$ cat src/rtl/music_sequencer_pkg.sv
// Shared types for the music sequencer: transport states and direction encoding.
package music_sequencer_pkg;

  typedef enum logic [1:0] {
    PAUSED  = 2'd0,
    FETCH   = 2'd1,
    LOAD    = 2'd2,
    PLAYING = 2'd3
  } state_t;

  localparam logic DIR_FWD = 1'b0;
  localparam logic DIR_REV = 1'b1;

endpackage

$ cat src/rtl/music_sequencer_tempo_controller.sv
// Saturating cycles-per-note register driven by rotary detents, with a tempo reset.
module tempo_controller #(
  parameter int          CPN_WIDTH   = 25,
  parameter int unsigned CPN_DEFAULT = 5000000,
  parameter int unsigned CPN_STEP    = 250000,
  parameter int unsigned CPN_MIN     = 500000,
  parameter int unsigned CPN_MAX     = 20000000
) (
  input  logic                 clk,
  input  logic                 rst,
  input  logic                 rotary_event,
  input  logic                 rotary_left,
  input  logic                 tempo_reset,
  output logic [CPN_WIDTH-1:0] cpn,
  output logic                 at_default
);

  localparam logic [CPN_WIDTH:0] DEF_W  = (CPN_WIDTH+1)'(CPN_DEFAULT);
  localparam logic [CPN_WIDTH:0] STEP_W = (CPN_WIDTH+1)'(CPN_STEP);
  localparam logic [CPN_WIDTH:0] MIN_W  = (CPN_WIDTH+1)'(CPN_MIN);
  localparam logic [CPN_WIDTH:0] MAX_W  = (CPN_WIDTH+1)'(CPN_MAX);

  logic [CPN_WIDTH-1:0] r_cpn;
  logic                 r_at_default;
  logic [CPN_WIDTH:0]   w_cpn_ext;
  logic [CPN_WIDTH:0]   w_up;
  logic [CPN_WIDTH:0]   w_dn;
  logic [CPN_WIDTH:0]   w_next;

  // One extra bit keeps both the sum and the difference from wrapping.
  always_comb begin
    w_cpn_ext = {1'b0, r_cpn};
    w_up      = w_cpn_ext + STEP_W;
    if (w_up > MAX_W) w_up = MAX_W;
    w_dn = (w_cpn_ext < MIN_W + STEP_W) ? MIN_W : w_cpn_ext - STEP_W;
    w_next = w_cpn_ext;
    if (tempo_reset)       w_next = DEF_W;
    else if (rotary_event) w_next = rotary_left ? w_up : w_dn;
  end

  always_ff @(posedge clk or posedge rst) begin
    if (rst) begin
      r_cpn        <= CPN_WIDTH'(CPN_DEFAULT);
      r_at_default <= 1'b1;
    end else begin
      r_cpn        <= w_next[CPN_WIDTH-1:0];
      r_at_default <= (w_next == DEF_W);
    end
  end

  assign cpn        = r_cpn;
  assign at_default = r_at_default;

endmodule

$ cat src/rtl/music_sequencer.sv
// Tone ROM walker: play/pause, direction, loop and tempo control feeding the piezo tone generator.
module music_sequencer
  import music_sequencer_pkg::*;
#(
  parameter int          TONE_WIDTH  = 24,
  parameter int          ADDR_WIDTH  = 10,
  parameter int          LAST_ADDR   = 1023,
  parameter int          CPN_WIDTH   = 25,
  parameter int unsigned CPN_DEFAULT = 5000000,
  parameter int unsigned CPN_STEP    = 250000,
  parameter int unsigned CPN_MIN     = 500000,
  parameter int unsigned CPN_MAX     = 20000000
) (
  input  logic                  clk,
  input  logic                  rst,
  input  logic                  rotary_event,
  input  logic                  rotary_left,
  input  logic                  rotary_push,
  input  logic                  button_center,
  input  logic                  button_east,
  input  logic                  button_west,
  input  logic                  button_south,
  input  logic                  button_north,
  output logic [ADDR_WIDTH-1:0] rom_addr,
  input  logic [TONE_WIDTH-1:0] rom_data,
  output logic [TONE_WIDTH-1:0] tone,
  output logic                  led_center,
  output logic                  led_east,
  output logic                  led_west,
  output logic                  led_south,
  output logic                  led_north,
  output logic [7:0]            GPIO_leds,
  output state_t                dbg_state,
  output logic [CPN_WIDTH-1:0]  dbg_cpn
);

  localparam logic [ADDR_WIDTH-1:0] LAST_A = ADDR_WIDTH'(LAST_ADDR);

  state_t                r_state;
  logic [ADDR_WIDTH-1:0] r_addr;
  logic [CPN_WIDTH-1:0]  r_note_cnt;
  logic [TONE_WIDTH-1:0] r_tone;
  logic                  r_dir;
  logic                  r_loop;
  logic                  r_led_center;
  logic                  r_led_east;
  logic [CPN_WIDTH-1:0]  w_cpn;
  logic                  w_at_default;
  logic                  w_dir_next;
  logic                  w_note_done;

  tempo_controller #(
    .CPN_WIDTH  (CPN_WIDTH),
    .CPN_DEFAULT(CPN_DEFAULT),
    .CPN_STEP   (CPN_STEP),
    .CPN_MIN    (CPN_MIN),
    .CPN_MAX    (CPN_MAX)
  ) u_tempo (
    .clk         (clk),
    .rst         (rst),
    .rotary_event(rotary_event),
    .rotary_left (rotary_left),
    .tempo_reset (button_north),
    .cpn         (w_cpn),
    .at_default  (w_at_default)
  );

  // East and west together cancel out and leave the direction alone.
  always_comb begin
    w_dir_next = r_dir;
    if (button_east && !button_west)      w_dir_next = DIR_FWD;
    else if (button_west && !button_east) w_dir_next = DIR_REV;
  end

  assign w_note_done = (r_note_cnt >= (w_cpn - CPN_WIDTH'(1)));

  always_ff @(posedge clk or posedge rst) begin
    if (rst) begin
      r_state      <= PAUSED;
      r_addr       <= '0;
      r_note_cnt   <= '0;
      r_tone       <= '0;
      r_dir        <= DIR_FWD;
      r_loop       <= 1'b1;
      r_led_center <= 1'b0;
      r_led_east   <= 1'b1;
    end else begin
      r_dir      <= w_dir_next;
      r_led_east <= (w_dir_next == DIR_FWD);
      r_loop     <= r_loop ^ button_south;
      if (rotary_push) begin
        r_addr     <= (r_dir == DIR_FWD) ? '0 : LAST_A;
        r_note_cnt <= '0;
        if (r_state != PAUSED) r_state <= FETCH;
      end else if (button_center && r_state != PAUSED) begin
        r_state      <= PAUSED;
        r_tone       <= '0;
        r_note_cnt   <= '0;
        r_led_center <= 1'b0;
      end else begin
        case (r_state)
          PAUSED: begin
            r_tone <= '0;
            if (button_center) begin
              r_state      <= FETCH;
              r_led_center <= 1'b1;
            end
          end
          FETCH: r_state <= LOAD;
          LOAD: begin
            r_tone     <= rom_data;
            r_note_cnt <= '0;
            r_state    <= PLAYING;
          end
          PLAYING: begin
            if (w_note_done) begin
              r_note_cnt <= '0;
              r_state    <= FETCH;
              // End of the song in the current direction: wrap, or stop when one-shot.
              if ((r_dir == DIR_FWD) ? (r_addr == LAST_A) : (r_addr == '0)) begin
                r_addr <= (r_dir == DIR_FWD) ? '0 : LAST_A;
                if (!r_loop) begin
                  r_state      <= PAUSED;
                  r_tone       <= '0;
                  r_led_center <= 1'b0;
                end
              end else begin
                r_addr <= (r_dir == DIR_FWD) ? r_addr + ADDR_WIDTH'(1) : r_addr - ADDR_WIDTH'(1);
              end
            end else begin
              r_note_cnt <= r_note_cnt + CPN_WIDTH'(1);
            end
          end
          default: r_state <= PAUSED;
        endcase
      end
    end
  end

  assign rom_addr   = r_addr;
  assign tone       = r_tone;
  assign led_center = r_led_center;
  assign led_east   = r_led_east;
  assign led_west   = r_dir;
  assign led_south  = r_loop;
  assign led_north  = w_at_default;
  assign GPIO_leds  = r_addr[ADDR_WIDTH-1 -: 8];
  assign dbg_state  = r_state;
  assign dbg_cpn    = w_cpn;

endmodule
$ cat config.mk
export PLATFORM = sky130hd
export DESIGN_NAME = music_sequencer
export DESIGN_NICKNAME = d
export VERILOG_FILES = /design/src/rtl/music_sequencer_pkg.sv /design/src/rtl/music_sequencer_tempo_controller.sv /design/src/rtl/music_sequencer.sv
export SDC_FILE = /design/constraint.sdc
export NUM_CORES = 1
export LEC_CHECK = 0
export ABC_AREA = 1
export BUFFER_PORTS_ARGS = -buffer_cell sky130_fd_sc_hd__buf_2
export CAP_MARGIN = 5
export CELL_PAD_IN_SITES_DETAIL_PLACEMENT = 1
export CELL_PAD_IN_SITES_GLOBAL_PLACEMENT = 1
export CORE_ASPECT_RATIO = 0.6
export CORE_MARGIN = 4
export CORE_UTILIZATION = 45
export CTS_CLUSTER_SIZE = 16
export DETAILED_ROUTE_END_ITERATION = 10
export PLACE_DENSITY = 0.85
export SLEW_MARGIN = 20
export SYNTH_ARGS = -nofsm -noshare
export SYNTH_HDL_FRONTEND = slang
export SYNTH_SLANG_ARGS = --single-unit
$ cat constraint.sdc
create_clock -name clk -period 8.38 [get_ports clk]
set_clock_uncertainty 0.15 [all_clocks]
set_input_delay 0.838 -clock clk [delete_from_list [all_inputs] [get_ports clk]]
set_output_delay 0.838 -clock clk [all_outputs]
set_load 0.01 [all_outputs]
* After elaboration in Yosys (flattened, before gate mapping)
Cells that the tools add are included.
W data, S select, Z words.
** Operators by class
- Add/subtract/negate cells :: 6
- $lt $le $gt $ge :: 3
- Equal/unequal tests :: 13
- Multiplexer cells :: 38
- Bitwise gates (word level) :: 3
- Reductions and logical operators :: 17
** Operator list (number)
- $mux W26 :: 5
- $mux W24 :: 4
- $mux W25 :: 3
- $pmux W24 S3 :: 1
- $mux W10 :: 7
- $pmux W25 S2 :: 1
- $add A25 B18 Y26 const B :: 1
- $eq A26 B23 Y1 const B :: 1
- $gt A26 B25 Y1 const B :: 1
- $sub A25 B18 Y26 const B :: 1
- $add A25 B1 Y25 const B :: 1
- $ge A25 B25 Y1 :: 1
- $lt A25 B20 Y1 const B :: 1
- $sub A25 B1 Y25 const B :: 1
- $ne A3 B3 Y1 const B :: 4
- $add A10 B1 Y10 const B :: 1
- $eq A10 B10 Y1 const B :: 1
- $logic_not A10 Y1 :: 1
- $mux W1 :: 10
- $mux W2 :: 5
- $sub A10 B1 Y10 const B :: 1
- $ne A4 B4 Y1 const B :: 2
- $pmux W2 S4 :: 1
- $reduce_bool A4 Y1 :: 2
- 15 further kinds :: 23
** Storage, ports and cells
- Bits in registers :: 91
- Bits of input ports :: 34
- Output and inout bits :: 74

* Depth between registers and ports, before layout
Gate-level depths: netlist of the first run.
- Word-level depth :: 7
- Mapped depth :: 27
- Mapped depth without buffers :: 26

* Modules after synthesis
A second synthesis of the first run with hierarchy kept.
** Second synthesis, totals
- Cell total of the unflattened synthesis :: 1265
- Area total of the unflattened synthesis :: 8154.1 µm²
** By module, submodules not included
- music_sequencer :: times used 1, cells an instance 752, area each 5233.8 µm²
- tempo_controller :: times used 1, cells an instance 513, area each 2920.3 µm²

* Worst setup path after synthesis of the first run
No wires, ideal clock.
- Kind :: register to register
- Start point :: register u_tempo.r_cpn[4], in the netlist u_tempo.cpn[4]
- End point :: register r_tone[0], in the netlist tone[0]
- Setup time :: 126 ps
- Arrival time :: 3615 ps
- Data required time :: 8104 ps
- Path slack :: 4489 ps
- Cell stages (with the launch flop) :: 22
- Buffers on the path :: 2
- Path through :: dfrtp_1 -> inv_1 -> ha_1 -> a21oi_1 -> nand3_1 -> nor3_1 -> nand2_1 -> inv_1 -> nand4_1 -> xor2_1 -> ha_1 -> nand2_1 -> nor2_1 -> nand2_1 -> nor4_1 -> nand2_1 -> nand3_1 -> nand3_1 -> a32oi_1 -> buf_2 -> buf_2 -> a21oi_1
** Between the ends
- Cells in the longest elaborated chain, start to end :: 4
** Ends and longest elaborated chain
- from (decl) :: line music_sequencer_tempo_controller.sv:23 : logic [CPN_WIDTH-1:0] r_cpn;
- from (signal assigned) :: line music_sequencer_tempo_controller.sv:43 : r_cpn <= CPN_WIDTH'(CPN_DEFAULT);
- from (signal assigned) :: line music_sequencer_tempo_controller.sv:46 : r_cpn <= w_next[CPN_WIDTH-1:0];
- $sub A25 B1 Y25 :: line music_sequencer.sv:75 : assign w_note_done = (r_note_cnt >= (w_cpn - CPN_WIDTH'(1)));
- $ge A25 B25 Y1 :: line music_sequencer.sv:75
- $ne A3 B3 Y1 (no line)
- $reduce_and A5 Y1 (no line)
- to (signal assigned) :: line music_sequencer.sv:111 : r_tone <= rom_data;
- to (decl) :: line music_sequencer.sv:42 : logic [TONE_WIDTH-1:0] r_tone;
Every way passes these cells.
A chain may end at the register's enable or synchronous reset.

* Worst setup path after layout of the first run
- Start point :: register u_tempo.r_cpn[4], in the netlist u_tempo.cpn[4]
- End point :: register r_addr[4], in the netlist rom_addr[4]
** Between the ends
- Cells in the longest elaborated chain, start to end :: 4
** Ends and longest elaborated chain
- $sub A25 B1 Y25 :: line music_sequencer.sv:75
- $ge A25 B25 Y1 :: line music_sequencer.sv:75
- $reduce_bool A2 Y1 (no line)
- $reduce_and A3 Y1 (no line)
- to (signal assigned) :: line music_sequencer.sv:92 : r_addr <= (r_dir == DIR_FWD) ? '0 : LAST_A;
- to (signal assigned) :: line music_sequencer.sv:121 : r_addr <= (r_dir == DIR_FWD) ? '0 : LAST_A;
- to (signal assigned) :: line music_sequencer.sv:128 : r_addr <= (r_dir == DIR_FWD) ? r_addr + ADDR_WIDTH'(1) : r_addr - ADDR_WIDTH'(1);
- to (decl) :: line music_sequencer.sv:40 : logic [ADDR_WIDTH-1:0] r_addr;
Every way passes these cells.

==> metrics.log, run 1 <==
[metrics] IO buf count: between 100 and 150
[metrics] vias after detailed routing: between 7000 and 8000
[metrics] highest attainable clock frequency: between 150 and 200 MHz
[metrics] initial antenna violation count: 0
[metrics] area inside the core boundary: 0.01622 mm²
[metrics] cell depth of the worst flop-to-flop path: 20
[metrics] Synth Net Count: approximately 1200
[metrics] share of the yosys chip area belonging to registers: a little under a third
[metrics] pin slew with the least headroom to its limit: 0.9529 ns
[metrics] wire length of the first global-routing pass: 39470 µm
[metrics] reported leakage power: 4.248 nW
[metrics] Inserted Diodes: 0
[metrics] FF-to-FF End: rom_addr[4]$_DFFE_PP0P_
[metrics] vertical die dimension: 107.6 µm
[metrics] worst-path maximum fanout: 11
[metrics] worst vdd rail ir drop: about 0.12 mV
[metrics] switch share: 44.04%
[metrics] starting utilization of the core area: between 40% and 50%
[metrics] Longest Clk Path Bufs: 2
[metrics] synthesis-stage register bit count: ~90
[metrics] Initial DRT Pass Iterations: 5
[metrics] Vias/cell: approximately 5.5
[metrics] clock group share of total power: 22.7%
[metrics] per-cell routed wire length: approximately 18 µm
[metrics] sequential power share: 35.1%
[metrics] Placement Rows: 36
[metrics] power per unit of standard cell area: between 200 and 250 mW/mm²
[metrics] die area: ~0.019 mm²
[metrics] master cell of the clock root buffer: sky130_fd_sc_hd__clkbuf_16
[metrics] worst setup slack after placement: just under 3 ns
[metrics] period utilization: approximately 62%
[metrics] startpoint type of the worst setup path: register
[metrics] depth of the CTS H-tree: 3
[metrics] top cell type by total area after synthesis: sky130_fd_sc_hd__dfrtp_1
[metrics] placer congestion estimate: around 0.92
[metrics] number of maximum-capacitance violations: 0
[metrics] clock net sink count: slightly above 90
[metrics] worst min-delay path class: in -> async
[metrics] warning count from the yosys run: 0
[metrics] result of the run: finished, final reports clean
[metrics] Post-Route Setup TNS: 0 ns
[metrics] post-synth top area share: between 20 and 30%
[metrics] clock tree from TritonCTS: yes
[metrics] number of global-route vias before repair: around 7500
[metrics] startpoint of the worst-slack reg-to-reg timing path: u_tempo.cpn[4]$_DFF_PP0_
[metrics] starting DRC count in detailed routing: about 530
[metrics] number of clock buffers inserted by TritonCTS: 9
[metrics] headroom to the max-slew limit: a little over a third
[metrics] core occupancy in the finished layout: 51.30%
[metrics] overflow left after global routing: 0
[metrics] overall routed net length: between 20000 and 25000 µm
[metrics] part of the total power dissipated in combinational logic: 42.2%
[metrics] total count of max-transition violations in the final report: 0
[metrics] async set or reset register ratio after synthesis: 100.0%
[metrics] post-route cell area: between 0.008 and 0.009 mm²
[metrics] netlist area before placement: around 0.0074 mm²
[metrics] final setup violation count: 0
[metrics] Total Nets Final: about 1200
[metrics] min cycle time layout: 5.219 ns
[metrics] number of enable flip-flop cells after synthesis: 0
[metrics] kind of end point of the critical path: register
[metrics] Post CTS Setup Buffer Count: 0
[metrics] CTS Hold Buffers Added: 0
[metrics] worst endpoint required time: 8.40 ns
[metrics] kind of critical path: reg -> reg
[metrics] Final Hold Viols: 0
[metrics] Detail Placement HPWL: ~19000 µm
[metrics] internal power of the cells: roughly 1.0 mW
[metrics] insertion delay of the later-clocked pin in the worst-skew pair: ~0.36 ns
[metrics] mean instance size in the synthesized netlist: 6.927 µm²
[metrics] arrival time at the worst endpoint: between 5 and 6 ns
[metrics] setup slack of the worst register-to-register path: approximately 3.2 ns
[metrics] RSZ-0062 raised after global routing: false
[metrics] top flip-flop cell by instance count after synthesis: sky130_fd_sc_hd__dfrtp_1
[metrics] total routing resource utilization after global routing: 25.87%
[metrics] synth unique cells: 53
[metrics] Antenna Violating Nets Remaining: 0
[metrics] Layout Area Growth over Synthesis: 11.81%
[metrics] DRC violation count after routing: 0
[metrics] crit path setup slack, layout: 3.161 ns
[metrics] total placed instance area: around 0.0080 mm²
[metrics] Psw: a little over 800 µW
[metrics] Post-Synthesis Cells: ~1100
[metrics] most frequent cells in the layout: 260 x sky130_fd_sc_hd__nand2_1, 126 x sky130_fd_sc_hd__nor2_1, 121 x sky130_fd_sc_hd__inv_1, 107 x sky130_fd_sc_hd__buf_2, 80 x sky130_fd_sc_hd__dfrtp_1
[metrics] commonest non-fill, non-tap cell in the layout: sky130_fd_sc_hd__nand2_1
[metrics] die outline width: about 170 µm
[metrics] Resized Gates After CTS: 0
[metrics] register clock-pin slew on the reported worst setup and hold paths: approximately 0.080 ns
[metrics] ratio of cells with drive above 1 in the final layout: between 10% and 20%
[metrics] synth top area cells: sky130_fd_sc_hd__dfrtp_1 27%, sky130_fd_sc_hd__nand2_1 13%, sky130_fd_sc_hd__ha_1 7.2%, sky130_fd_sc_hd__nor2_1 6.4%, sky130_fd_sc_hd__inv_1 6.2%
[metrics] number of top-level pins: 108
[metrics] pin count of the biggest net entering global routing: 80
[Yosys cell counts (3+ instances only)]
cell type	number
sky130_fd_sc_hd__inv_2	7
sky130_fd_sc_hd__nand4_1	14
sky130_fd_sc_hd__dfrtp_1	80
sky130_fd_sc_hd__o21ai_1	3
sky130_fd_sc_hd__nand2_1	260
sky130_fd_sc_hd__ha_1	43
sky130_fd_sc_hd__xor2_1	41
sky130_fd_sc_hd__xnor2_1	5
sky130_fd_sc_hd__a211oi_1	3
sky130_fd_sc_hd__buf_4	18
sky130_fd_sc_hd__inv_1	122
sky130_fd_sc_hd__a31oi_1	5
sky130_fd_sc_hd__nand2_4	3
sky130_fd_sc_hd__nor3_1	21
sky130_fd_sc_hd__a21oi_1	78
sky130_fd_sc_hd__or2_2	4
sky130_fd_sc_hd__o211ai_1	4
sky130_fd_sc_hd__a22oi_1	10
sky130_fd_sc_hd__clkinv_1	3
sky130_fd_sc_hd__o21ai_0	37
sky130_fd_sc_hd__dfstp_2	11
sky130_fd_sc_hd__nor2_2	7
sky130_fd_sc_hd__nand2_2	15
sky130_fd_sc_hd__nor4_1	11
sky130_fd_sc_hd__nand3_1	69
sky130_fd_sc_hd__nor2_1	127
sky130_fd_sc_hd__clkbuf_1	14
sky130_fd_sc_hd__nor3b_1	7
sky130_fd_sc_hd__nand3_2	14
sky130_fd_sc_hd__buf_2	9
[flip-flops by register name (all words and copies together), names as in the netlist]
register / flops
dbg_state: 2
led_center: 1
led_east: 1
led_south: 1
led_west: 1
r_note_cnt: 25
rom_addr: 10
tone: 24
u_tempo.at_default: 1
u_tempo.cpn: 25
[power by group through the flow]
stage                     clock network, mW  registers (mW)  logic (mW)
final                                 0.420           0.650       0.782
after global routing                  0.442           0.668       0.878
after CTS                             0.425           0.650       0.786
after detailed placement                  0           0.654       0.783
after global placement                    0           0.652       0.751
after floorplan                           0           0.669       0.509
[logic make-up (layout without fill, tap and decap cells)]
group / count (synthesis) / in the layout / synth area share, %
compound gates: 151 / 151 / 11.40
buf+inv: 178 / 261 / 10.38
fa+ha+maj: 44 / 44 / 7.501
simple gates: 564 / 564 / 34.51
xor+xnor: 46 / 46 / 5.415
flops: 91 / 91 / 30.79
[worst max path at each step]
stage                                   from                 endpoint  slack (ns)  cells after the start
global route        u_tempo.cpn[4]$_DFF_PP0_  rom_addr[4]$_DFFE_PP0P_        2.64                     20
detailed placement  u_tempo.cpn[4]$_DFF_PP0_  rom_addr[4]$_DFFE_PP0P_        2.95                     18
global placement    u_tempo.cpn[4]$_DFF_PP0_  rom_addr[9]$_DFFE_PP0P_        3.37                     18
floorplan           u_tempo.cpn[4]$_DFF_PP0_      tone[0]$_DFFE_PP0P_        4.49                     21
finish              u_tempo.cpn[4]$_DFF_PP0_  rom_addr[4]$_DFFE_PP0P_        3.16                     20
CTS                 u_tempo.cpn[4]$_DFF_PP0_  rom_addr[9]$_DFFE_PP0P_        2.88                     18
[critical path, stage by stage, from the launching register on]
cell	delay [ns]
sky130_fd_sc_hd__dfrtp_1	0.48
sky130_fd_sc_hd__inv_1	0.21
sky130_fd_sc_hd__ha_1	0.20
sky130_fd_sc_hd__inv_1	0.07
sky130_fd_sc_hd__a21oi_1	0.27
sky130_fd_sc_hd__nand3_1	0.20
sky130_fd_sc_hd__nor3_1	0.42
sky130_fd_sc_hd__nand2_1	0.17
sky130_fd_sc_hd__inv_1	0.15
sky130_fd_sc_hd__nand4_1	0.11
sky130_fd_sc_hd__xor2_1	0.16
sky130_fd_sc_hd__ha_1	0.34
sky130_fd_sc_hd__nand2_1	0.08
sky130_fd_sc_hd__nor2_1	0.18
sky130_fd_sc_hd__nand2_1	0.10
sky130_fd_sc_hd__nor4_1	0.22
sky130_fd_sc_hd__nand2_1	0.09
sky130_fd_sc_hd__nand3_1	0.15
sky130_fd_sc_hd__o21ai_1	0.28
sky130_fd_sc_hd__a21oi_1	0.79
sky130_fd_sc_hd__a22oi_1	0.18
[final cells by class]
| cell class | count | area, µm² |
|---|---|---|
| clock buffer | 9 | 225.2 |
| sequential | 91 | 2291 |
| clock inverter | 7 | 76.32 |
| multi-input combinational | 805 | 4387 |
| fill | 2184 | 7898 |
| timing repair buffer | 110 | 561.8 |
| inverter | 135 | 515.5 |
| tap | 209 | 261.5 |
[layer usage]
metal	GRT usage [%]	wire length, µm	vias to the layer above
li1	-	-	3621
met1	38.32	12080	3638
met2	39.38	10380	188
met3	5.792	1621	16
met4	4.122	167	0
met5	0	0	-
[metrics by stage]
stage / instances / hold slack, ns / power, mW
floorplan: 1074 / 0.3596 / 1.178
global placement: 1350 / 0.3279 / 1.403
detailed placement: 1350 / 0.3359 / 1.438
CTS: 1366 / 0.2147 / 1.862
global route: 1366 / 0.2218 / 1.988
finish: 1366 / 0.2176 / 1.853
(Power assumes the default switching activity.)
==> run 2: changes to the inputs <==
--- a/config.mk
+++ b/config.mk
@@ -12,10 +12,10 @@
 export CELL_PAD_IN_SITES_GLOBAL_PLACEMENT = 1
 export CORE_ASPECT_RATIO = 0.6
 export CORE_MARGIN = 4
-export CORE_UTILIZATION = 45
+export CORE_UTILIZATION = 42
 export CTS_CLUSTER_SIZE = 16
 export DETAILED_ROUTE_END_ITERATION = 10
-export PLACE_DENSITY = 0.85
+export PLACE_DENSITY = 0.8
 export SLEW_MARGIN = 20
 export SYNTH_ARGS = -nofsm -noshare
 export SYNTH_HDL_FRONTEND = slang
==> constraint.sdc (replaced) <==
create_clock -name clk -period 5.4 [get_ports clk]
set_clock_uncertainty 0.15 [all_clocks]
set_input_delay 0.54 -clock clk [delete_from_list [all_inputs] [get_ports clk]]
set_output_delay 0.54 -clock clk [all_outputs]
set_load 0.01 [all_outputs]
==> metrics.log, run 2 (same netlist as run 1, synthesis figures left out) <==
[metrics] DRC violation count after routing: 0 (unchanged)
[metrics] pin slew with the least headroom to its limit: 0.8117 ns (was 0.9529 ns)
[metrics] min cycle time layout: 4.863 ns (was 5.219 ns)
[metrics] placer congestion estimate: 0.8834 (was 0.9186)
[metrics] reported leakage power: 4.251 nW (was 4.248 nW)
[metrics] worst endpoint required time: 5.52 ns (was 8.40 ns)
[metrics] overall routed net length: 24560 µm (was 24250 µm)
[metrics] number of top-level pins: 108 (unchanged)
[metrics] overflow left after global routing: 0 (unchanged)
[metrics] wire length of the first global-routing pass: 40330 µm (was 39470 µm)
[metrics] detailed-routed wire length on met3: 1516 µm (was 1621 µm)
[metrics] insertion delay of the later-clocked pin in the worst-skew pair: 0.36 ns (about the same)
[metrics] arrival time at the worst endpoint: 4.99 ns (was 5.24 ns)
[metrics] vertical die dimension: 111.1 µm (was 107.6 µm)
[metrics] setup slack of the worst register-to-register path: 0.54 ns (was 3.16 ns)
[metrics] most repeated library cell on the critical path: sky130_fd_sc_hd__nand3_1 (was sky130_fd_sc_hd__nand2_1)
[metrics] ratio of cells with drive above 1 in the final layout: 17.60% (was 17.46%)
[metrics] register clock-pin slew on the reported worst setup and hold paths: 0.08 ns (about the same)
[metrics] post-route total power: 2.881 mW (was 1.853 mW)
[metrics] FILL cells: 2269 (was 2184)
[metrics] total routing resource utilization after global routing: 24.37% (was 25.87%)
[metrics] clock net sink count: 91 (unchanged)
[metrics] Resized Gates After CTS: 0 (unchanged)
[metrics] peak per-stage delay on the critical path: 0.49 ns (was 0.79 ns)
[metrics] worst setup slack after placement: 0.4929 ns (was 2.949 ns)
[metrics] IO buf count: 107 (unchanged)
[metrics] number of global-route vias before repair: 7603 (was 7515)
[metrics] core occupancy in the finished layout: 48.42% (was 51.30%)
[metrics] RSZ-0062 raised after global routing: false (unchanged)
[metrics] master cell of the clock root buffer: sky130_fd_sc_hd__clkbuf_16 (unchanged)
[metrics] met2 wirelength from detailed routing: 10090 µm (was 10380 µm)
[metrics] pin count of the biggest net entering global routing: 62 (was 80)
[metrics] total count of max-transition violations in the final report: 0 (unchanged)
[metrics] Finished Layout Cells: 1393 (was 1366)
[metrics] Antenna Violating Nets Remaining: 0 (unchanged)
[metrics] Layout Area Growth over Synthesis: 12.38% (was 11.81%)
[metrics] wl on met1: 12770 µm (was 12080 µm)
[metrics] area inside the core boundary: 0.01727 mm² (was 0.01622 mm²)
[metrics] cell with the biggest individual delay on the critical path: sky130_fd_sc_hd__nor3_1 (was sky130_fd_sc_hd__a21oi_1)
[metrics] CTS Hold Buffers Added: 0 (unchanged)
[metrics] highest layer used for signal routing: met5 (was met4)
[metrics] Final Hold Viols: 0 (unchanged)
[metrics] worst min-delay path class: in -> async (unchanged)
[metrics] final setup violation count: 0 (unchanged)
[metrics] per-cell routed wire length: 17.63 µm (was 17.75 µm)
[metrics] Longest Clk Path Bufs: 2 (unchanged)
[metrics] Post CTS Setup Buffer Count: 0 (unchanged)
[metrics] Detail Placement HPWL: 18810 µm (was 18850 µm)
[metrics] Initial DRT Pass Iterations: 5 (unchanged)
[metrics] depth of the CTS H-tree: 3 (unchanged)
[metrics] cell depth of the worst flop-to-flop path: 20 (unchanged)
[metrics] commonest non-fill, non-tap cell in the layout: sky130_fd_sc_hd__nand2_1 (unchanged)
[metrics] initial antenna violation count: 1 (was 0)
[metrics] period utilization: 90.06% (was 62.28%)
[metrics] Post-Route Setup TNS: 0 ns (unchanged)
[metrics] headroom to the max-slew limit: 45.88% (was 36.41%)
[metrics] startpoint type of the worst setup path: register (unchanged)
[metrics] starting DRC count in detailed routing: 605 (was 533)
[metrics] worst-path maximum fanout: 48 (was 11)
[metrics] number of placed instances with taps included: 1377 (was 1350)
[metrics] FF-to-FF End: tone[13]$_DFFE_PP0P_ (was rom_addr[4]$_DFFE_PP0P_)
[metrics] number of maximum-capacitance violations: 0 (unchanged)
[metrics] startpoint of the worst-slack reg-to-reg timing path: u_tempo.cpn[4]$_DFF_PP0_ (unchanged)
[metrics] ordered cell list for the critical path: inv_1 -> ha_1 -> inv_1 -> a21oi_1 -> nand3_1 -> nor3_1 -> nand2_1 -> inv_1 -> nand2_1 -> xor2_1 -> ha_1 -> nand2_1 -> nor4_1 -> nand3_1 -> nand3_1 -> nand3_1 -> a32oi_2 -> buf_4 -> nor2_1 -> a21oi_1 (was inv_1 -> ha_1 -> inv_1 -> a21oi_1 -> nand3_1 -> nor3_1 -> nand2_1 -> inv_1 -> nand4_1 -> xor2_1 -> ha_1 -> nand2_1 -> nor2_1 -> nand2_1 -> nor4_1 -> nand2_1 -> nand3_1 -> o21ai_1 -> a21oi_1 -> a22oi_1)
[metrics] number of clock buffers inserted by TritonCTS: 9 (unchanged)
[metrics] die outline width: 179.8 µm (was 174.0 µm)
[metrics] power per unit of standard cell area: 344.6 mW/mm² (was 222.8 mW/mm²)
[metrics] Vias/cell: 5.365 (was 5.463)
[metrics] most frequent cells in the layout: 260 x sky130_fd_sc_hd__nand2_1, 127 x sky130_fd_sc_hd__nor2_1, 121 x sky130_fd_sc_hd__inv_1, 107 x sky130_fd_sc_hd__buf_2, 80 x sky130_fd_sc_hd__dfrtp_1 (was 260 x sky130_fd_sc_hd__nand2_1, 126 x sky130_fd_sc_hd__nor2_1, 121 x sky130_fd_sc_hd__inv_1, 107 x sky130_fd_sc_hd__buf_2, 80 x sky130_fd_sc_hd__dfrtp_1)
[metrics] kind of critical path: reg -> reg (unchanged)
[metrics] Total Nets Final: 1232 (was 1230)
[metrics] Placement Rows: 37 (was 36)
[metrics] clock tree from TritonCTS: yes (unchanged)
[metrics] worst vdd rail ir drop: 0.1982 mV (was 0.1157 mV)
[metrics] crit path setup slack, layout: 0.5370 ns (was 3.161 ns)
[metrics] vias after detailed routing: 7474 (was 7463)
[metrics] kind of end point of the critical path: register (unchanged)
[metrics] Inserted Diodes: 0 (unchanged)
[metrics] die area: 0.01998 mm² (was 0.01872 mm²)
[metrics] result of the run: finished, final reports clean (unchanged)
[metrics] highest attainable clock frequency: 205.6 MHz (was 191.6 MHz)
[metrics] starting utilization of the core area: 43.08% (was 45.88%)
[run 2: cell count changes in the layout (fill, tap and decap cells not counted), sizes merged]
| cell | delta |
|---|---|
| clkinv | -1 |
| clkinvlp | +1 |
| buf | +2 |
[run 2: power by group]
part           switching [mW]  leakage, nW  internal [mW]
sequential              0.165         1.14          0.844
combinational           0.782         2.97          0.440
clock                   0.321        0.145          0.329
total                    1.27         4.25           1.61
[run 2: through the flow]
step	hold WS [ns]	instance area (µm²)
finish	0.1918	8361
CTS	0.1940	8357
floorplan	0.3596	7440
detailed placement	0.3466	8056
global placement	0.3181	8056
global route	0.2092	8361
[run 2: final cells by class]
cell class	count	area [µm²]	area share, %
multi-input cells	805	4388	52.48
flip-flops and latches	91	2291	27.40
repair buffers	112	573.1	6.854
inverters	135	515.5	6.166
well taps	234	292.8	3.502
clock buffers	9	225.2	2.694
clock inverters	7	75.07	0.8979
[run 2: worst max path at each step]
stage                     cells past startpoint                      from                      end  slack [ns]
final                                        20  u_tempo.cpn[4]$_DFF_PP0_     tone[13]$_DFFE_PP0P_        0.54
after global routing                         22  u_tempo.cpn[4]$_DFF_PP0_     tone[13]$_DFFE_PP0P_        0.11
after CTS                                    21  u_tempo.cpn[4]$_DFF_PP0_  rom_addr[2]$_DFFE_PP0P_        0.33
after detailed placement                     21  u_tempo.cpn[4]$_DFF_PP0_  rom_addr[2]$_DFFE_PP0P_        0.49
after global placement                       21  u_tempo.cpn[4]$_DFF_PP0_  rom_addr[7]$_DFFE_PP0P_        0.77
after floorplan                              21  u_tempo.cpn[4]$_DFF_PP0_      tone[0]$_DFFE_PP0P_        1.51
[run 2: worst max-delay path: cells and delay by family, from the launching register on]
kind                     cells  cell delay, ns
AO/OA/AOI/OAI                3            0.57
XOR/XNOR                     1            0.15
adder cells (fa/ha/maj)      2            0.55
buffers and inverters        4            0.86
flip-flops                   1            0.48
AND/OR/NAND/NOR             10            1.97
[run 2: layer usage]
metal  vias up  track usage, %
li1       3643               -
met1      3609           38.30
met2       201           35.04
met3        19           4.852
met4         2           3.399
met5         -               0
